==> src/rtl/nrd_result_collector.sv <==
// Result collector for the pipelined non-restoring divider: delay-line tracking, result FIFO, credit-based issue_ready.
// Optional DIV_CHECK_EN: carry a/b alongside each divide and flag results that fail quo*b+rem==a, rem<b.
module nrd_result_collector #(
  parameter int W       = 8,
  parameter int LATENCY = 8,
  parameter int DEPTH   = 4
) (
  input  logic         clk,
  input  logic         reset,
  input  logic         in_valid,
  input  logic [W-1:0] a_in,
  input  logic [W-2:0] b_in,
  input  logic [W-1:0] quo_in,
  input  logic [W-1:0] rem_in,
  output logic         issue_ready,
  output logic         out_valid,
  input  logic         out_ready,
  output logic [W-1:0] out_quo,
  output logic [W-1:0] out_rem,
  output logic         out_dz,
  output logic         out_err,
  output logic         overflow
);
  localparam int PW = $clog2(DEPTH);
  localparam int CW = PW + 1;
  localparam int IW = $clog2(LATENCY + 1);
  localparam int W2 = 2 * W;

  logic [LATENCY-1:0] valid_sr_reg;
  logic [LATENCY-1:0] dz_sr_reg;
  logic [IW-1:0]      inflight_reg;
  logic [CW-1:0]      count_reg;
  logic [PW-1:0]      wr_ptr_reg;
  logic [PW-1:0]      rd_ptr_reg;
  logic               overflow_reg;

  logic [W-1:0] mem_quo [DEPTH];
  logic [W-1:0] mem_rem [DEPTH];
  logic         mem_dz  [DEPTH];

  logic capture, cap_dz, cap_err, full, pop, push;

  assign capture = valid_sr_reg[LATENCY-1];
  assign cap_dz  = dz_sr_reg[LATENCY-1];
  assign full    = (count_reg == CW'(DEPTH));
  assign pop     = out_valid && out_ready;
  // A pop on the same edge frees the slot the capture needs, so a full FIFO still accepts.
  assign push    = capture && (!full || pop);

  always_ff @(posedge clk) begin
    if (reset) begin
      valid_sr_reg <= '0;
      dz_sr_reg    <= '0;
    end else begin
      valid_sr_reg[0] <= in_valid;
      dz_sr_reg[0]    <= (b_in == '0);
      for (int i = 1; i < LATENCY; i++) begin
        valid_sr_reg[i] <= valid_sr_reg[i-1];
        dz_sr_reg[i]    <= dz_sr_reg[i-1];
      end
    end
  end

`ifdef DIV_CHECK_EN
  logic [W-1:0] a_sr_reg [LATENCY];
  logic [W-2:0] b_sr_reg [LATENCY];
  logic [W2-1:0] chk_sum;
  logic          mem_err [DEPTH];

  always_ff @(posedge clk) begin
    a_sr_reg[0] <= a_in;
    b_sr_reg[0] <= b_in;
    for (int i = 1; i < LATENCY; i++) begin
      a_sr_reg[i] <= a_sr_reg[i-1];
      b_sr_reg[i] <= b_sr_reg[i-1];
    end
  end

  assign chk_sum = W2'(quo_in) * W2'(b_sr_reg[LATENCY-1]) + W2'(rem_in);
  assign cap_err = !cap_dz &&
                   ((chk_sum != W2'(a_sr_reg[LATENCY-1])) ||
                    (W2'(rem_in) >= W2'(b_sr_reg[LATENCY-1])));

  always_ff @(posedge clk) begin
    if (push) mem_err[wr_ptr_reg] <= cap_err;
  end
  assign out_err = out_valid ? mem_err[rd_ptr_reg] : 1'b0;
`else
  logic unused_a;
  assign unused_a = ^a_in;
  assign cap_err  = 1'b0;
  assign out_err  = cap_err;
`endif

  always_ff @(posedge clk) begin
    if (push) begin
      mem_quo[wr_ptr_reg] <= quo_in;
      mem_rem[wr_ptr_reg] <= rem_in;
      mem_dz[wr_ptr_reg]  <= cap_dz;
    end
  end

  always_ff @(posedge clk) begin
    if (reset) begin
      inflight_reg <= '0;
      count_reg    <= '0;
      wr_ptr_reg   <= '0;
      rd_ptr_reg   <= '0;
      overflow_reg <= 1'b0;
    end else begin
      if (in_valid && !capture)
        inflight_reg <= inflight_reg + IW'(1);
      else if (!in_valid && capture)
        inflight_reg <= inflight_reg - IW'(1);

      if (push && !pop)
        count_reg <= count_reg + CW'(1);
      else if (pop && !push)
        count_reg <= count_reg - CW'(1);

      if (push) wr_ptr_reg <= wr_ptr_reg + PW'(1);
      if (pop)  rd_ptr_reg <= rd_ptr_reg + PW'(1);
      if (capture && !push) overflow_reg <= 1'b1;
    end
  end

  // Credits cover both buffered results and those still inside the divider.
  assign issue_ready = (32'(count_reg) + 32'(inflight_reg)) < 32'(DEPTH);
  assign out_valid   = (count_reg != '0);
  assign out_quo     = out_valid ? mem_quo[rd_ptr_reg] : '0;
  assign out_rem     = out_valid ? mem_rem[rd_ptr_reg] : '0;
  assign out_dz      = out_valid ? mem_dz[rd_ptr_reg]  : 1'b0;
  assign overflow    = overflow_reg;
endmodule
==> config.mk <==
export PLATFORM = sky130hd
export DESIGN_NAME = nrd_result_collector
export DESIGN_NICKNAME = d
export VERILOG_FILES = /design/src/rtl/nrd_result_collector.sv
export SDC_FILE = /design/constraint.sdc
export NUM_CORES = 1
export LEC_CHECK = 0
export CAP_MARGIN = 20
export CORE_MARGIN = 5
export CORE_UTILIZATION = 53
export DETAILED_ROUTE_END_ITERATION = 12
export HOLD_SLACK_MARGIN = 0.02
export PLACE_DENSITY = 0.75
export SLEW_MARGIN = 40
export SYNTH_ARGS = -nofsm -noshare
export SYNTH_HDL_FRONTEND = slang
export SYNTH_SLANG_ARGS = --single-unit
==> constraint.sdc <==
create_clock -name clk -period 2.96 [get_ports clk]
set_clock_uncertainty 0.2 [all_clocks]
set_input_delay 0.888 -clock clk [delete_from_list [all_inputs] [get_ports clk]]
set_output_delay 0.888 -clock clk [all_outputs]
set_load 0.1 [all_outputs]
# Word level (Yosys, flattened, before mapping)
# Memories as Yosys holds them, arrays and structs flattened. A register that Yosys moved wholly into a read port is not among the register bits.
# Index checks and enable logic that the tools add are counted.
# word_totals
rom_bits,0
latchBits,0
ramBits,68
memories,3
register_bits,28
# classes
eq_ne,1
shift,0
n_reduce_logical,17
div_mod_pow,0
mul,0
n_bitwise,0
order_cmp,1
addsub,7
mux,15
# mem_list
memory,depth,word_bits,read_ports,rd_ports_with_merged_regs,wr,line,source
mem_quo,4,8,1,1,1,37,logic [W-1:0] mem_quo [DEPTH];
mem_rem,4,8,1,1,1,38,logic [W-1:0] mem_rem [DEPTH];
mem_dz,4,1,1,1,1,39,logic mem_dz [DEPTH];
# ops
operator,count
8-bit two-way mux,2
2-bit two-way mux,6
4-bit two-way mux,2
1-bit logical AND,7
7-bit zero test,1
3-bit two-way mux,2
3-bit by 4-bit adder with 5-bit output,1
1-bit zero test,5
5-bit by 3-bit < comparator with 1-bit output (second input constant),1
2-bit by 1-bit adder with 2-bit output (second input constant),2
4-bit by 1-bit adder with 4-bit output (second input constant),1
2-bit nonzero test,2
4-bit by 1-bit subtractor with 4-bit output (second input constant),1
3-bit by 1-bit adder with 3-bit output (second input constant),1
3-bit equality test (second input constant),1
1-bit two-way mux,3
3-bit nonzero test,1
3-bit by 1-bit subtractor with 3-bit output (second input constant),1
1-bit logical OR,1

# Logic depth before layout (Yosys ltp)
# depth
word_depth,8
depth_mapped,9
mapped_depth_nobuf,8

# Worst setup path before layout
# Ideal clock, no wire load.
# synth_path
path_type,reg2out
from,reg inflight_reg[1]
to,out issue_ready
path_buffers,0
arrival_time_ps,2552
setup_slack_ps,-680
stages_incl_launch_ff,4
cell_sequence,dfxtp_1 > ha_1 > or4_1 > a31oi_1
# synth_between
elab_chain_len,2
# synth_rtl
element,line,source
"start, declared",31,logic [IW-1:0] inflight_reg;
"start signal, assigned",112,inflight_reg <= inflight_reg + IW'(1);
"start signal, assigned",114,inflight_reg <= inflight_reg - IW'(1);
3-bit by 4-bit adder with 5-bit output,128,assign issue_ready = (32'(count_reg) + 32'(inflight_reg)) < 32'(DEPTH);
5-bit by 3-bit < comparator with 1-bit output,128,
"end, declared",15,"output logic issue_ready,"
# No other way between the ends.

==> impl_metrics.yaml <==
drt:
  antenna_left: 0
  routedWlPerCell_um: 15.4
  initialDrtViolationCount: 69
  firstDrtPassIters: 4
  drc_errors: 0
  viasPerCell: 5.02
  wl_mm: 6.07
  vias: 1983
timing:
  period_needed_ns: 2.90
  worstMarginPinSlew_ns: 0.508
  fmax_mhz: 345
  setup_viol: 0
  setup_tns_ns: 0
  finalMaxSlewViolations: 0
  timing.final.crit_share_pct: 97.9
  rsz0062_at_grt: "no"
  slew_headroom_pct: 66.0
  hold_violations: 0
synth:
  postSynthAreaPerCell_um2: 16.9
  syn_inst: 225
  synth-simple-area-share_pct: 9.28
  synth_cell_types: 31
  yosysSeqAreaShare_pct: 69.3
  synth_xor_area_share_pct: 1.61
  synth_compound_area_share_pct: 1.18
  synth_mux_area_share_pct: 11.8
  ys.flop_type: "edfxtp_1"
  synth_seq_cells: 98
  synth_fp_nets: 272
  syn_area_mm2: 0.00381
  yosysWarnings: 0
  synth_edf_count: 68
  synth_fa_ha_area_share_pct: 4.33
  synth_top_family_by_area: "multiplexers"
  async_flop_share_pct: 0
floorplanning:
  die_h_um: 94.8
  core_area_mm2: 0.00714
  start_util_pct: 53.4
  rows: 31
  die_x_um: 94.8
  die_area_mm2: 0.00899
  ios: 56
hold_path:
  hp-class: "reg -> reg"
global_route:
  busiest_layer: "met2"
  grt_pass1_vias: 2001
  grt-ovfl-total: 0
  globalRouteTotalUtil_pct: 14.5
  antenna_found_initial: 0
  grt_pass1_wl_mm: 9.51
  grt_max_degree: 21
  gr-usage-met2_pct: 24.9
  grtUsageMet1_pct: 17.8
  grt_use_met3_pct: 2.63
cts:
  cts_tree: "done"
  clk_pin_slew_ns: 0.09
  insertion_delay_ns: 0.35
  cts_root_buf: "clkbuf_8"
  cts_buffer_depth: 2
  htree_levels: 3
  cts_buffers: 9
  hold_buffers: 0
  cts.sinks: 98
finish:
  final_cell_mix: "edfxtp_1 (68), dfxtp_1 (26), clkdlybuf4s50_1 (26), buf_12 (25), nor2b_1 (16)"
  diodes: 0
  n_fill_cell: 471
  drive_above_1_share_pct: 29.4
  largest_registers: "mem_quo x32, mem_rem x32"
  finalNetCount: 338
  final_common_cell: "edfxtp_1"
  synthToLayoutAreaGrowth_pct: 29.9
place:
  place.port_buffers: 46
  dp.final_hpwl_mm: 4.15
  gp_congestion: 0.742
critical_path:
  crit_type: "reg -> out"
  worstPathMaxFanout: 7
  endpoint_kind: "primary output"
  cp_data_arrival_time_ns: 1.81
  startpoint_type: "flip-flop"
  r2r_slack_ns: 0.39
  crit_required_ns: 1.87
run:
  cap_violations: 0
run_status:
  status: "finished clean"
critical path: stages, from the launching register on:
cell     delay (ns)
dfxtp_4        0.39
buf_12         0.14
mux4_1         0.56
and2_1         0.20
buf_12         0.17
metrics by stage:
| step | instances | utilization [%] | hold WS (ns) | setup WS, ns | area (µm²) |
|---|---|---|---|---|---|
| after floorplan | 225 | - | 0.214 | 0.197 | 3840 |
| after global placement | 378 | 66.3 | 0.219 | -0.188 | 4730 |
| after detailed placement | 378 | 66.3 | 0.222 | -0.219 | 4730 |
| after CTS | 394 | 69.1 | 0.239 | 0.00381 | 4930 |
| after global routing | 395 | 69.4 | 0.260 | 0.00387 | 4950 |
| final | 395 | 69.4 | 0.237 | 0.0612 | 4950 |
per-layer routing:
layer  wire [µm]  vias to the layer above  part of all wire [%]
met3         218                        7                   3.6
met5           0                        -                     0
li1            -                      963                     -
met4          70                        0                   1.2
met2        3100                       43                    51
met1        2680                      970                    44
final timing paths:
path / startpoint / end / cells past startpoint
worst max-delay path: flip-flop / out_dz / 4
worst min-delay path: valid_sr_reg[3] / valid_sr_reg[4] / 1
worst max register to register: count_reg[0] / count_reg[2] / 9
worst min register to register: valid_sr_reg[3] / valid_sr_reg[4] / 1
synth_stat cells (4+ instances only):
master	n	area, µm²
a21oi_1	4	20.0
and2_1	21	131
clkbuf_1	4	15.0
dfxtp_1	30	601
edfxtp_1	68	2040
ha_1	10	125
inv_1	5	18.8
mux4_1	7	184
mux4_2	10	225
nor2_1	15	56.3
nor2b_1	16	100
xor2_1	5	43.8
kinds of logic (layout without fill, tap and decap cells):
logic type / Yosys count / after routing
compound gates: 8 / 8
xor+xnor: 7 / 7
fa+ha+maj: 12 / 12
buf+inv: 16 / 87
flops: 98 / 98
mux: 21 / 21
other cells: 1 / 1
simple gates: 62 / 62
what timing repair did:
item / in CTS / in global routing
gates resized for setup: 9 / 6
gates cloned: 0 / 0
setup endpoints to repair: 17 / 12
setup buffers: 0 / 1
area by class of cell:
cell class / instances / area (µm²) / area share [%]
flip-flops and latches: 98 / 2650 / 53.5
multi-input cells: 111 / 1110 / 22.4
repair buffers: 66 / 873 / 17.6
clock buffers: 9 / 124 / 2.50
well taps: 99 / 124 / 2.50
clock inverters: 7 / 52.6 / 1.06
inverters: 5 / 18.8 / 0.379
Power is not shown: default switching activity piles up to over one toggle a cycle in this logic, so the estimate is an artifact.
